`src/rtl/spi_fpga_burst_feeder_if.sv`:
```
// spi_fpga_burst_feeder_if
// Bundles the feeder's push side, error clear and SPI master handshake.
//   slave  : the feeder itself (consumes IN_*, drives OUT_*)
//   master : whatever drives the feeder (host logic, SPI master glue, bench)
// Signals:
//   IN_PUSH / IN_PUSH_DATA            word enqueue strobe and data
//   IN_CLEAR_ERROR                    clears sticky OUT_TIMEOUT
//   IN_CS                             master chip select, active-low
//   IN_MASTER_ACTION_DONE             master completion flag
//   IN_MASTER_RECEIVE_DATA            word received by master
//   OUT_LAUNCH / OUT_MASTER_DATA      launch request and word to send
//   OUT_RX_DATA / OUT_RX_VALID        captured receive word and 1-cycle strobe
//   OUT_FULL / OUT_EMPTY              FIFO status
//   OUT_BUSY                          feeder not idle
//   OUT_TIMEOUT                       sticky watchdog error
interface spi_fpga_burst_feeder_if #(
  parameter int PACK_LENGTH = 8
);
  logic                   IN_PUSH;
  logic [PACK_LENGTH-1:0] IN_PUSH_DATA;
  logic                   IN_CLEAR_ERROR;
  logic                   IN_CS;
  logic                   IN_MASTER_ACTION_DONE;
  logic [PACK_LENGTH-1:0] IN_MASTER_RECEIVE_DATA;
  logic                   OUT_LAUNCH;
  logic [PACK_LENGTH-1:0] OUT_MASTER_DATA;
  logic [PACK_LENGTH-1:0] OUT_RX_DATA;
  logic                   OUT_RX_VALID;
  logic                   OUT_FULL;
  logic                   OUT_EMPTY;
  logic                   OUT_BUSY;
  logic                   OUT_TIMEOUT;

  modport slave (
    input  IN_PUSH, IN_PUSH_DATA, IN_CLEAR_ERROR, IN_CS,
           IN_MASTER_ACTION_DONE, IN_MASTER_RECEIVE_DATA,
    output OUT_LAUNCH, OUT_MASTER_DATA, OUT_RX_DATA, OUT_RX_VALID,
           OUT_FULL, OUT_EMPTY, OUT_BUSY, OUT_TIMEOUT
  );

  modport master (
    output IN_PUSH, IN_PUSH_DATA, IN_CLEAR_ERROR, IN_CS,
           IN_MASTER_ACTION_DONE, IN_MASTER_RECEIVE_DATA,
    input  OUT_LAUNCH, OUT_MASTER_DATA, OUT_RX_DATA, OUT_RX_VALID,
           OUT_FULL, OUT_EMPTY, OUT_BUSY, OUT_TIMEOUT
  );
endinterface

```
`src/rtl/spi_fpga_burst_feeder.sv`:
```
// spi_fpga_burst_feeder
// Queues transmit words in a small FIFO and feeds them one at a time to an
// SPI_FPGA_MASTER: presents the word, raises OUT_LAUNCH until CS has been
// low for LAUNCH_HOLD_CLKS clocks, waits for the master's done edge and
// captures the received word. A per-word watchdog aborts stuck transfers
// and raises a sticky OUT_TIMEOUT that blocks new transfers until cleared.
// Ports:
//   IN_CLOCK    system clock, rising edge
//   IN_RESET_N  asynchronous active-low reset
//   bus         spi_fpga_burst_feeder_if.slave (push side + master handshake)
module spi_fpga_burst_feeder #(
  parameter int PACK_LENGTH      = 8,
  parameter int FIFO_DEPTH       = 4,
  parameter int LAUNCH_HOLD_CLKS = 5,
  parameter int TIMEOUT_CLKS     = 1024
) (
  input  logic                    IN_CLOCK,
  input  logic                    IN_RESET_N,
  spi_fpga_burst_feeder_if.slave  bus
);

  localparam int AW = $clog2(FIFO_DEPTH);
  localparam int HW = $clog2(LAUNCH_HOLD_CLKS + 1);
  localparam int WW = $clog2(TIMEOUT_CLKS + 1);

  localparam logic [AW:0]   PTR_ONE   = (AW + 1)'(1);
  localparam logic [HW-1:0] HOLD_ONE  = HW'(1);
  localparam logic [HW-1:0] HOLD_LAST = HW'(LAUNCH_HOLD_CLKS - 1);
  localparam logic [WW-1:0] WD_ONE    = WW'(1);
  localparam logic [WW-1:0] WD_LIMIT  = WW'(TIMEOUT_CLKS);

  typedef enum logic [2:0] {
    S_IDLE,
    S_LAUNCH,
    S_HOLD,
    S_WAIT_DONE,
    S_CAPTURE
  } state_t;

  state_t                 state;
  logic [PACK_LENGTH-1:0] mem [FIFO_DEPTH];
  logic [AW:0]            wr_ptr;
  logic [AW:0]            rd_ptr;
  logic                   full;
  logic                   empty;
  logic                   push_ok;
  logic                   counting;
  logic                   wd_fire;
  logic [HW-1:0]          hold_cnt;
  logic [WW-1:0]          wdog;
  logic                   done_q;
  logic                   launch;
  logic                   busy;
  logic                   timeout;
  logic                   rx_valid;
  logic [PACK_LENGTH-1:0] master_data;
  logic [PACK_LENGTH-1:0] rx_data;

  // Status comes from registered pointers only, so a push is visible one
  // clock later and a same-cycle pop never frees room for a push.
  assign full     = (wr_ptr[AW-1:0] == rd_ptr[AW-1:0]) && (wr_ptr[AW] != rd_ptr[AW]);
  assign empty    = (wr_ptr == rd_ptr);
  assign push_ok  = bus.IN_PUSH && !full;
  assign counting = (state == S_LAUNCH) || (state == S_HOLD) || (state == S_WAIT_DONE);
  assign wd_fire  = counting && (wdog == WD_LIMIT);

  always_ff @(posedge IN_CLOCK or negedge IN_RESET_N) begin
    if (!IN_RESET_N) begin
      wr_ptr <= '0;
    end else if (push_ok) begin
      wr_ptr <= wr_ptr + PTR_ONE;
    end
  end

  always_ff @(posedge IN_CLOCK) begin
    if (push_ok) begin
      mem[wr_ptr[AW-1:0]] <= bus.IN_PUSH_DATA;
    end
  end

  always_ff @(posedge IN_CLOCK or negedge IN_RESET_N) begin
    if (!IN_RESET_N) begin
      state       <= S_IDLE;
      rd_ptr      <= '0;
      hold_cnt    <= '0;
      wdog        <= '0;
      done_q      <= 1'b0;
      launch      <= 1'b0;
      busy        <= 1'b0;
      timeout     <= 1'b0;
      rx_valid    <= 1'b0;
      master_data <= '0;
      rx_data     <= '0;
    end else begin
      done_q   <= bus.IN_MASTER_ACTION_DONE;
      rx_valid <= 1'b0;
      if (bus.IN_CLEAR_ERROR) begin
        timeout <= 1'b0;
      end

      if (wd_fire) begin
        // Abort: the popped word is dropped, queued words stay; later
        // assignment to timeout overrides a same-cycle clear.
        timeout <= 1'b1;
        launch  <= 1'b0;
        busy    <= 1'b0;
        state   <= S_IDLE;
      end else begin
        if (counting) begin
          wdog <= wdog + WD_ONE;
        end
        case (state)
          S_IDLE: begin
            if (!empty && !timeout) begin
              master_data <= mem[rd_ptr[AW-1:0]];
              rd_ptr      <= rd_ptr + PTR_ONE;
              wdog        <= '0;
              busy        <= 1'b1;
              state       <= S_LAUNCH;
            end
          end
          S_LAUNCH: begin
            // Data is already stable for a clock when OUT_LAUNCH rises.
            launch <= 1'b1;
            if (!bus.IN_CS) begin
              hold_cnt <= '0;
              state    <= S_HOLD;
            end
          end
          S_HOLD: begin
            if (hold_cnt == HOLD_LAST) begin
              launch <= 1'b0;
              state  <= S_WAIT_DONE;
            end else begin
              hold_cnt <= hold_cnt + HOLD_ONE;
            end
          end
          S_WAIT_DONE: begin
            if (bus.IN_MASTER_ACTION_DONE && !done_q) begin
              state <= S_CAPTURE;
            end
          end
          S_CAPTURE: begin
            rx_data  <= bus.IN_MASTER_RECEIVE_DATA;
            rx_valid <= 1'b1;
            busy     <= 1'b0;
            state    <= S_IDLE;
          end
          default: begin
            launch <= 1'b0;
            busy   <= 1'b0;
            state  <= S_IDLE;
          end
        endcase
      end
    end
  end

  assign bus.OUT_LAUNCH      = launch;
  assign bus.OUT_MASTER_DATA = master_data;
  assign bus.OUT_RX_DATA     = rx_data;
  assign bus.OUT_RX_VALID    = rx_valid;
  assign bus.OUT_FULL        = full;
  assign bus.OUT_EMPTY       = empty;
  assign bus.OUT_BUSY        = busy;
  assign bus.OUT_TIMEOUT     = timeout;

endmodule

```
`src/flat_wrapper.sv`:
```
// flat-port wrapper written by rule: the top's interface ports become plain ports
module spi_fpga_burst_feeder_flat 
#(
  parameter int PACK_LENGTH      = 8,
  parameter int FIFO_DEPTH       = 4,
  parameter int LAUNCH_HOLD_CLKS = 5,
  parameter int TIMEOUT_CLKS     = 1024
)
  (IN_CLOCK, IN_RESET_N, bus_IN_PUSH, bus_IN_PUSH_DATA, bus_IN_CLEAR_ERROR, bus_IN_CS, bus_IN_MASTER_ACTION_DONE, bus_IN_MASTER_RECEIVE_DATA, bus_OUT_LAUNCH, bus_OUT_MASTER_DATA, bus_OUT_RX_DATA, bus_OUT_RX_VALID, bus_OUT_FULL, bus_OUT_EMPTY, bus_OUT_BUSY, bus_OUT_TIMEOUT);
  spi_fpga_burst_feeder_if #(.PACK_LENGTH(PACK_LENGTH)) bus_i ();
  input  logic IN_CLOCK;
  input  logic IN_RESET_N;
  input wire logic [$bits(bus_i.IN_PUSH)-1:0] bus_IN_PUSH;
  input wire logic [$bits(bus_i.IN_PUSH_DATA)-1:0] bus_IN_PUSH_DATA;
  input wire logic [$bits(bus_i.IN_CLEAR_ERROR)-1:0] bus_IN_CLEAR_ERROR;
  input wire logic [$bits(bus_i.IN_CS)-1:0] bus_IN_CS;
  input wire logic [$bits(bus_i.IN_MASTER_ACTION_DONE)-1:0] bus_IN_MASTER_ACTION_DONE;
  input wire logic [$bits(bus_i.IN_MASTER_RECEIVE_DATA)-1:0] bus_IN_MASTER_RECEIVE_DATA;
  output wire logic [$bits(bus_i.OUT_LAUNCH)-1:0] bus_OUT_LAUNCH;
  output wire logic [$bits(bus_i.OUT_MASTER_DATA)-1:0] bus_OUT_MASTER_DATA;
  output wire logic [$bits(bus_i.OUT_RX_DATA)-1:0] bus_OUT_RX_DATA;
  output wire logic [$bits(bus_i.OUT_RX_VALID)-1:0] bus_OUT_RX_VALID;
  output wire logic [$bits(bus_i.OUT_FULL)-1:0] bus_OUT_FULL;
  output wire logic [$bits(bus_i.OUT_EMPTY)-1:0] bus_OUT_EMPTY;
  output wire logic [$bits(bus_i.OUT_BUSY)-1:0] bus_OUT_BUSY;
  output wire logic [$bits(bus_i.OUT_TIMEOUT)-1:0] bus_OUT_TIMEOUT;
  assign bus_i.IN_PUSH = bus_IN_PUSH;
  assign bus_i.IN_PUSH_DATA = bus_IN_PUSH_DATA;
  assign bus_i.IN_CLEAR_ERROR = bus_IN_CLEAR_ERROR;
  assign bus_i.IN_CS = bus_IN_CS;
  assign bus_i.IN_MASTER_ACTION_DONE = bus_IN_MASTER_ACTION_DONE;
  assign bus_i.IN_MASTER_RECEIVE_DATA = bus_IN_MASTER_RECEIVE_DATA;
  assign bus_OUT_LAUNCH = bus_i.OUT_LAUNCH;
  assign bus_OUT_MASTER_DATA = bus_i.OUT_MASTER_DATA;
  assign bus_OUT_RX_DATA = bus_i.OUT_RX_DATA;
  assign bus_OUT_RX_VALID = bus_i.OUT_RX_VALID;
  assign bus_OUT_FULL = bus_i.OUT_FULL;
  assign bus_OUT_EMPTY = bus_i.OUT_EMPTY;
  assign bus_OUT_BUSY = bus_i.OUT_BUSY;
  assign bus_OUT_TIMEOUT = bus_i.OUT_TIMEOUT;
  spi_fpga_burst_feeder #(.PACK_LENGTH(PACK_LENGTH), .FIFO_DEPTH(FIFO_DEPTH), .LAUNCH_HOLD_CLKS(LAUNCH_HOLD_CLKS), .TIMEOUT_CLKS(TIMEOUT_CLKS)) u_core (.IN_CLOCK(IN_CLOCK), .IN_RESET_N(IN_RESET_N), .bus(bus_i));
endmodule
```
`config.mk`:
```
export PLATFORM = sky130hd
export DESIGN_NAME = spi_fpga_burst_feeder_flat
export DESIGN_NICKNAME = d
export VERILOG_FILES = /design/src/rtl/spi_fpga_burst_feeder_if.sv /design/src/rtl/spi_fpga_burst_feeder.sv /design/src/flat_wrapper.sv
export SDC_FILE = /design/constraint.sdc
export NUM_CORES = 1
export LEC_CHECK = 0
export CORE_ASPECT_RATIO = 1.2
export CORE_MARGIN = 1.5
export CORE_UTILIZATION = 55
export CTS_BUF_LIST = sky130_fd_sc_hd__clkbuf_4 sky130_fd_sc_hd__clkbuf_8 sky130_fd_sc_hd__clkbuf_16
export CTS_CLUSTER_SIZE = 10
export DETAILED_ROUTE_END_ITERATION = 10
export GPL_TIMING_DRIVEN = 1
export PLACE_DENSITY = 0.79
export SYNTH_ARGS = -nofsm -noshare
export SYNTH_HDL_FRONTEND = slang
export SYNTH_SLANG_ARGS = --single-unit
```
`constraint.sdc`:
```
create_clock -name IN_CLOCK -period 1.93 [get_ports IN_CLOCK]
set_input_delay 0.579 -clock IN_CLOCK [delete_from_list [all_inputs] [get_ports IN_CLOCK]]
set_output_delay 0.579 -clock IN_CLOCK [all_outputs]
set_load 0.005 [all_outputs]
```
## After elaboration in Yosys (flattened, before gate mapping)

Memory sizes are Yosys's and may differ from the RTL's. A register that Yosys moved wholly into a read port is not among the register bits.
Cells that the tools add are included.

- Multiplexer cells: 24
- Eq/ne operators: 17
- Add/subtract/negate cells: 4
- Reduce and logical (&&, ||, !) cells: 23
- Bitwise operators: 1

Operators by type and width:

| operator | count |
|---|---|
| 2-to-1 mux 11 bit | 3 |
| 2-to-1 mux 3 bit | 7 |
| one-hot mux 3 bit (4 select lines) | 1 |
| adder 11 x 1 -> 11 bit, second input constant | 1 |
| equality test 11 bit, second input constant | 1 |
| 2-to-1 mux 1 bit | 10 |
| adder 3 x 1 -> 3 bit, second input constant | 3 |
| inequality test 3 x 2 -> 1 bit, second input constant | 3 |
| AND reduction 4 bit | 2 |
| equality test 3 x 2 -> 1 bit, second input constant | 2 |
| equality test 3 bit, second input constant | 2 |
| one-hot mux 3 bit (2 select lines) | 1 |
| AND reduction 2 bit | 3 |
| OR reduction 3 bit | 2 |
| logical AND 1 bit | 5 |
| zero test 1 bit | 5 |
| inequality test 2 x 1 -> 1 bit, second input constant | 2 |
| inequality test 2 bit, second input constant | 2 |
| nonzero test 2 bit | 2 |
| equality test 3 x 1 -> 1 bit, second input constant | 1 |
| equality test 3 bit | 1 |
| zero test 3 bit | 1 |
| inequality test 3 x 1 -> 1 bit, second input constant | 1 |
| one-hot mux 1 bit (3 select lines) | 1 |
| 6 further kinds | 7 |

- Memory bits (writable): 32
- Input bits: 22
- Memories kept: 1
- Register bits: 36
- Output and inout port bits: 22
- Word-level logic and storage cells: 81

Memory list:

| memory | depth | width | read ports | clocked after Yosys merged registers in | write ports | RTL line | RTL |
|---|---|---|---|---|---|---|---|
| u_core.mem | 4 | 8 | 1 | 1 | 1 | spi_fpga_burst_feeder.sv:41 | `logic [PACK_LENGTH-1:0] mem [FIFO_DEPTH];` |

## Logic depth before layout (Yosys ltp)

Gate-level depths: netlist of the first run.

- Depth in word-level cells: 6
- Depth in mapped cells: 8
- Mapped depth without buffers: 6

## Worst setup path after synthesis of the first run

No wires, ideal clock.

- Kind: reg2reg
- Start point: register u_core.rd_ptr[1]
- End point: memory u_core.mem[3][0] (enable)
- Period minus slack after synthesis: 1773 ps
- Library setup time: 339 ps
- Required time: 1591 ps
- Stages on the path, launching flop included: 5
- Slack: 157 ps
- Buffers on the path: 1
- Arrival: 1433 ps
- Cells stage by stage: dfrtp_1 -> buf_4 -> xnor2_1 -> a31oi_1 -> and2_1

- Word-level cells in the longest chain between the ends: 6

Ends and longest elaborated chain:

| item | RTL line | RTL |
|---|---|---|
| from (decl) | spi_fpga_burst_feeder.sv:43 | `logic [AW:0] rd_ptr;` |
| from (signal assigned) | spi_fpga_burst_feeder.sv:116 | `rd_ptr <= rd_ptr + PTR_ONE;` |
| equality test 2 bit | spi_fpga_burst_feeder.sv:61 | `assign full = (wr_ptr[AW-1:0] == rd_ptr[AW-1:0]) && (wr_ptr[AW] != rd_ptr[AW]);` |
| logical AND 1 bit | spi_fpga_burst_feeder.sv:61 |  |
| zero test 1 bit | spi_fpga_burst_feeder.sv:63 | `assign push_ok = bus.IN_PUSH && !full;` |
| logical AND 1 bit | spi_fpga_burst_feeder.sv:63 |  |
| 2-to-1 mux 1 bit | spi_fpga_burst_feeder.sv:76 | `if (push_ok) begin` |
| 2-to-1 mux 1 bit (not written as such) | spi_fpga_burst_feeder.sv:77 | `mem[wr_ptr[AW-1:0]] <= bus.IN_PUSH_DATA;` |
| to (decl) | spi_fpga_burst_feeder.sv:41 |  |

Every way passes these cells.

## Final worst setup path of the first run

- Start point: register u_core.wdog[0]
- End point: register u_core.wdog[5]

- Word-level cells in the longest chain between the ends: 4
- Elaborated cells on any way between the ends: 6
- Classes of those cells: 1 x add/sub; 1 x eq/ne; 3 x mux; 1 x reduce/logical

Ends and longest elaborated chain:

| item | RTL line | RTL |
|---|---|---|
| from (decl) | spi_fpga_burst_feeder.sv:50 | `logic [WW-1:0] wdog;` |
| from (signal assigned) | spi_fpga_burst_feeder.sv:110 | `wdog <= wdog + WD_ONE;` |
| adder 11 x 1 -> 11 bit | spi_fpga_burst_feeder.sv:110 |  |
| 2-to-1 mux 11 bit | spi_fpga_burst_feeder.sv:109 | `if (counting) begin` |
| 2-to-1 mux 11 bit | spi_fpga_burst_feeder.sv:114 | `if (!empty && !timeout) begin` |
| 2-to-1 mux 11 bit | spi_fpga_burst_feeder.sv:112 | `case (state)` |

Parallel ways exist; a longest one is shown, timed or not.
A chain may end at the register's enable or synchronous reset.

==> results of run 1 <==
cell usage after synthesis:
library cell,n,area share [%]
a211o_1,1,0.26
a211oi_1,2,0.44
a21o_1,1,0.22
a21oi_1,9,1.3
a221o_1,2,0.59
a221oi_1,1,0.26
a22o_1,2,0.51
a311oi_1,3,0.77
a311oi_2,1,0.44
a31o_2,1,0.26
a31oi_1,1,0.18
and2_1,6,1.1
and3_1,2,0.37
buf_12,1,0.59
buf_2,5,0.73
buf_4,3,0.66
buf_6,3,0.99
dfrtp_1,44,32
edfxtp_1,32,28
ha_1,9,3.3
inv_1,11,1.2
mux2_2,18,5.9
mux2i_1,1,0.29
mux4_1,5,3.9
mux4_2,3,2.0
nand2_1,10,1.1
nand2b_1,3,0.55
nand3_1,6,0.88
nand4_1,3,0.55
nor2_1,7,0.77
nor2b_1,3,0.55
nor3_1,3,0.44
nor4_1,3,0.55
nor4_2,1,0.37
nor4b_2,1,0.44
o21ai_0,6,0.88
o21ba_2,2,0.59
o21bai_1,1,0.22
o22ai_1,1,0.18
o2bb2ai_1,1,0.26
o31ai_1,3,0.66
or3_1,3,0.55
or4_1,3,0.66
xnor2_1,9,2.3
xor2_1,3,0.77
cell type report:
cell class / instances / area [sq um]
Clock inverter: 7 / 82.6
Fill cell: 388 / 1670
Multi-Input combinational cell: 140 / 1240
Tap cell: 82 / 103
Timing Repair Buffer: 73 / 691
Sequential cell: 76 / 2060
Inverter: 11 / 41.3
Clock buffer: 9 / 124
registers in the layout, summed over array words and instances, names as in the netlist:
register,flops
u_core.wr_ptr,3
u_core.bus.OUT_RX_DATA,8
u_core.hold_cnt,3
u_core.state,3
u_core.mem,32
u_core.bus.OUT_MASTER_DATA,8
u_core.bus.OUT_LAUNCH,1
u_core.bus.OUT_BUSY,1
u_core.bus.OUT_TIMEOUT,1
u_core.done_q,1
u_core.wdog,11
u_core.bus.OUT_RX_VALID,1
u_core.rd_ptr,3
stage by stage:
stage	power [uW]	util, %	setup WS (ps)	setup TNS [ps]	hold slack, ps
2_1_floorplan	4060	-	157	0	283
3_3_place_gp	5120	68.2	-51.1	-1250	490
3_5_place_dp	5240	68.2	-82.7	-2280	496
4_1_cts	6640	72.2	3.70	0	147
5_1_grt	7000	72.3	-8.08	-14.5	172
6_report	6600	72.3	54.1	0	150
cells in the final DEF (no fill, tap or decap), types with 2 or more instances in the layout:
| cell | netlist | final |
|---|---|---|
| clkinvlp_4 | 0 | 2 |
| o21ba_2 | 2 | 2 |
| clkbuf_8 | 0 | 9 |
| nand4_1 | 3 | 3 |
| o31ai_1 | 3 | 3 |
| xnor2_2 | 0 | 3 |
| buf_4 | 3 | 26 |
| a211oi_1 | 2 | 2 |
| nand2b_1 | 3 | 3 |
| or4_1 | 3 | 3 |
| buf_12 | 1 | 4 |
| and2_1 | 6 | 6 |
| nand3_1 | 6 | 6 |
| a22o_1 | 2 | 2 |
| o21ai_0 | 6 | 6 |
| edfxtp_1 | 32 | 32 |
| mux2_2 | 18 | 18 |
| xnor2_1 | 9 | 6 |
| a311oi_1 | 3 | 3 |
| inv_1 | 11 | 11 |
| nor2_1 | 7 | 7 |
| clkdlybuf4s50_1 | 0 | 40 |
| mux4_1 | 5 | 5 |
| inv_6 | 0 | 3 |
| dfrtp_1 | 44 | 43 |
| a21oi_1 | 9 | 8 |
| mux4_2 | 3 | 3 |
| buf_2 | 5 | 3 |
| nor2b_1 | 3 | 3 |
| ha_1 | 9 | 9 |
| and3_1 | 2 | 2 |
| nand2_1 | 10 | 10 |
| nor3_1 | 3 | 3 |
| a221o_1 | 2 | 2 |
| nor4_1 | 3 | 3 |
| xor2_1 | 3 | 2 |
| or3_1 | 3 | 3 |
routing by layer:
metal	GRT usage, %	share of wire [%]	vias to the layer above
met5	0	0	-
met4	7.77	1.3	0
met3	6.43	3.7	7
met2	37.5	53	49
met1	27.5	42	1138
li1	-	-	1033
worst register-to-register path, delay by kind of cell (launching register included):
family,cells,cell delay (ps)
simple gates,3,890
compound gates,1,150
fa+ha+maj,1,200
flops,1,350
buf+inv,2,230
worst max path at each step:
stage,from,to,slack (ps)
3_5_place_dp,bus_IN_PUSH,u_core.mem[3][3],-80
3_3_place_gp,bus_IN_PUSH,u_core.mem[3][3],-50
6_report,u_core.wdog[0],u_core.wdog[5],50
2_1_floorplan,u_core.rd_ptr[1],u_core.mem[3][0],160
5_1_grt,u_core.wdog[0],u_core.wdog[5],-8
4_1_cts,u_core.bus.OUT_TIMEOUT,bus_OUT_TIMEOUT,4
where the power goes:
group	internal, uW	switching, uW
Clock	619	641
Sequential	2180	271
Combinational	1610	1290
Total	4410	2200
logic make-up (layout without fill, tap and decap cells):
kind of cell               count (synthesis)  count (layout)  synth area share (%)
and+or+nand+nor                           54              54                  8.88
adders and majority gates                  9               9                  3.30
AOI/OAI and AO/OA                         38              38                  8.03
DFF                                       76              76                  60.5
buffers and inverters                     23             100                  4.18
xor gates and xnor gates                  12              12                  3.08
muxes                                     27              27                  12.1
repair_timing:
item	CTS	global route
buffers inserted	2	0
endpoints found under the setup margin	2	3
gates resized for setup	12	2
pin swaps	2	2
==> impl_metrics.csv, run 1 <==
group,metric,value,unit
cts,insertion_delay,350,ps
setup_path,cpMaxStageDelayCell,"or4_1",
floorplanning,rows,31,
setup_path,r2r-start,"u_core.wdog[0]",
layout,drive_above_1_share,25.9,%
floorplanning,fp.dieH,89.3,um
grt,grt_max_degree,29,
sta,hold_viol_final,0,
setup_path,crit_cells,7,
setup_path,critical-path-max-stage-delay,500,ps
cts,clockBufferDepth,2,
sta,fin_skew,8.41,ps
layout,areaGrowthSynthToFinish,27.4,%
layout,fin_cells,398,
grt,track_usage,22.3,%
setup_path,critPathArrivalTime,2160,ps
drt,drtPass1Iterations,4,
grt,antenna_found_initial,0,
floorplanning,initial_core_util,56.7,%
grt,grt_pass1_wl,10700,um
setup_path,r2r_slack,50,ps
placed_design,placedCellCount,380,
power_and_ir_drop,power_density,1520,nW/um^2
floorplanning,fp.dieArea,6680,sq um
cts,cts-root-buf,"clkbuf_8",
setup_path,r2r_cells,7,
logic_synthesis,synth_nets,270,
logic_synthesis,yosysUniqueCellTypes,45,
setup_path,cp-end-kind,"flip-flop",
placed_design,gp_routability_congestion,0.887,
layout,insertedDiodeCount,0,
setup_path,cp_data_required_time,2220,ps
drt,drc,0,
drt,vias_per_cell,5.60,
placed_design,hpwlAfterDp,4570,um
sta,drv_slew,0,
cts,htree_levels,3,
floorplanning,die_x,74.9,um
layout,fin_nets,342,
sta,setup_viol,0,
grt,overflow,0,
job,maxCapViolations,0,
hold_path,min_path_type,"input port to async pin",
floorplanning,io_pins,44,
setup_path,critPathKind,"flip-flop to flip-flop",
setup_path,cp.buffers_inverters,2,
drt,vias,2227,
cts,cts_hold_buf,0,
cts,cts_tree,"yes",
setup_path,startpoint_type,"flip-flop",
logic_synthesis,yosysSeqAreaShare,60.5,%
grt,grt_pass1_vias,2183,
setup_path,path_delay_family,"simple AND/OR/NAND/NOR gates",
drt,drt_first_iter_violations,172,
drt,wl_per_cell,16.8,um
sta,fin_crit_sh,97.2,%
logic_synthesis,synth_warnings,0,
cts,cts_buffers,9,
sta,slew_headroom,44.8,%
logic_synthesis,ys_ff_latch,76,
logic_synthesis,syn_area,3410,sq um
layout,final_area,4340,sq um
power_and_ir_drop,leakagePower,0.00174,uW
logic_synthesis,avgSynthCellArea,14.3,sq um
setup_path,critical_path.max_fanout,6,
floorplanning,coreArea,6010,sq um
cts,clock-sinks,76,
drt,wirelength,6670,um
logic_synthesis,syn-instance-count,239,
sta,worst_pin_slew,826,ps
power_and_ir_drop,ir_drop,0.864,mV
placed_design,io_buffer_count,43,
setup_path,crit_chain,"inv_1 -> ha_1 -> nor4b_2 -> and3_1 -> buf_4 -> or4_1 -> a21oi_2",
sta,rsz0062_at_grt,"yes",
setup_path,r2r-end,"u_core.wdog[5]",
status,status,"finished, final reports clean",
placed_design,postPlaceCellArea,4100,sq um
sta,min_period,1880,ps
sta,fmax,0.533,GHz
cts,clkTransAtPathRegs,90,ps
drt,ant_nets,0,
(Power assumes the default switching activity.)
==> inputs of run 2 (changes only) <==
==> constraint.sdc (replaced) <==
create_clock -name IN_CLOCK -period 1.93 [get_ports IN_CLOCK]
set_input_delay 0.579 -clock IN_CLOCK [delete_from_list [all_inputs] [get_ports IN_CLOCK]]
set_output_delay 0.579 -clock IN_CLOCK [all_outputs]
set_load 0.1 [all_outputs]
==> impl_metrics.csv, run 2 (synthesis gave the netlist of run 1 again) <==
group,metric,value,unit
status,status,"complete, but fails checks",
status,failed_checks,"setup timing",
sta,hold_viol_final,0,
sta,rsz0062_at_grt,"yes",
grt,grt_pass1_wl,10800,um
placed_design,hpwlAfterDp,4800,um
drt,wl_per_cell,17.3,um
layout,fin_nets,337,
setup_path,r2r-end,"u_core.wdog[4]",
sta,worst_pin_slew,860,ps
layout,largest_register_ff_count,32,
cts,cts_tree,"yes",
layout,drive_above_1_share,33.1,%
sta,min_period,1970,ps
setup_path,critPathArrivalTime,1390,ps
cts,cts-root-buf,"clkbuf_8",
layout,fin_cells,393,
layout,insertedDiodeCount,0,
cts,insertion_delay,350,ps
cts,clkTransAtPathRegs,90,ps
cts,clock-sinks,76,
sta,setup_viol,2,
hold_path,min_path_type,"input port to async pin",
drt,vias_per_cell,5.48,
sta,finalHoldWorstSlack,180,ps
sta,fin_skew,10.8,ps
setup_path,r2r_slack,120,ps
layout,areaGrowthSynthToFinish,34.5,%
floorplanning,initial_core_util,56.7,%
layout,final_util,76.3,%
floorplanning,rows,31,
drt,drtPass1Iterations,4,
setup_path,cp-end-kind,"output port",
cts,cts_buffers,9,
setup_path,startpoint_type,"flip-flop",
setup_path,critPathKind,"flip-flop to output port",
drt,ant_nets,0,
cts,htree_levels,3,
floorplanning,fp.dieH,89.3,um
floorplanning,io_pins,44,
drt,vias,2152,
placed_design,placedCellCount,373,
layout,fillCellCount,354,
setup_path,cp_data_required_time,1350,ps
sta,slew_headroom,42.6,%
cts,cts_hold_buf,0,
setup_path,r2r-start,"u_core.wdog[0]",
sta,fin_crit_sh,102,%
layout,final_cell_mix,"dfrtp_1 (40), edfxtp_1 (32), buf_12 (28), clkdlybuf4s50_1 (20), buf_4 (19)",
grt,grt_pass1_vias,2197,
cts,clockBufferDepth,2,
setup_path,critical_path.max_fanout,2,
drt,drc,0,
drt,drt_first_iter_violations,111,
placed_design,io_buffer_count,43,
drt,wirelength,6810,um
setup_path,critPathLaunch,"u_core.rd_ptr[0]",
grt,overflow,0,
grt,antenna_found_initial,0,
job,maxCapViolations,0,
floorplanning,fp.dieArea,6680,sq um
layout,final_area,4590,sq um
placed_design,postPlaceCellArea,4350,sq um
setup_path,r2r_cells,7,
sta,fmax,0.508,GHz
grt,grt_max_degree,45,
placed_design,gp_routability_congestion,0.783,
floorplanning,coreArea,6010,sq um
layout,layout_commonest_cell,"dfrtp_1",
grt,track_usage,22.5,%
sta,fin_ws,-40.3,ps
sta,drv_slew,0,
floorplanning,die_x,74.9,um
==> run 2: cell count changes in the layout (fill, tap and decap cells not counted), sizes merged <==
cell,delta
clkinv,+2
clkdlybuf4s50,-20
bufinv,-1
inv,-1
buf,+15
==> run 2: worst max-delay path: stages, from the launching register on <==
cell and delay [ps]:
dfrtp_2 450, xnor2_4 210, nand2_4 90, nor2_4 110
buf_12 180
==> run 2: metal layers <==
layer | routed length, um | GRT usage (%) | up-vias
met2 | 3600 | 37.2 | 31
met1 | 2980 | 28.8 | 1093
met3 | 193 | 6.99 | 4
met5 | 0 | 0 | -
li1 | - | - | 1024
met4 | 36 | 6.45 | 0
==> run 2: through the flow <==
stage	worst slack [ps]	TNS (ps)
CTS	-55.7	-111
finish	-40.3	-79.0
global route	-89.9	-176
detailed placement	-114	-3240
global placement	-61.8	-1870
floorplan	24.7	0
==> run 2: area by class of cell <==
| type | count | area, sq um | share of cell area, % |
|---|---|---|---|
| flip-flops and latches | 76 | 2070 | 45.1 |
| multi-input cells | 140 | 1290 | 28.0 |
| repair buffers | 68 | 908 | 19.8 |
| clock buffers | 9 | 124 | 2.70 |
| well taps | 82 | 103 | 2.24 |
| clock inverters | 7 | 58.8 | 1.28 |
| inverters | 11 | 41.3 | 0.900 |
==> run 2: repair_timing <==
action / CTS / global route
setup buffers: 4 / 0
setup endpoints to repair: 2 / 6
pin swaps: 4 / 1
gates resized for setup: 5 / 4
==> run 2: worst max-delay path by stage <==
stage	endpoint
global placement	u_core.mem[3][3]
global route	bus_OUT_FULL
CTS	bus_OUT_FULL
detailed placement	u_core.mem[3][2]
floorplan	bus_OUT_EMPTY
finish	bus_OUT_FULL
Power of run 2 is not shown: default switching activity piles up to over one toggle a cycle in this logic, so the estimate is an artifact.
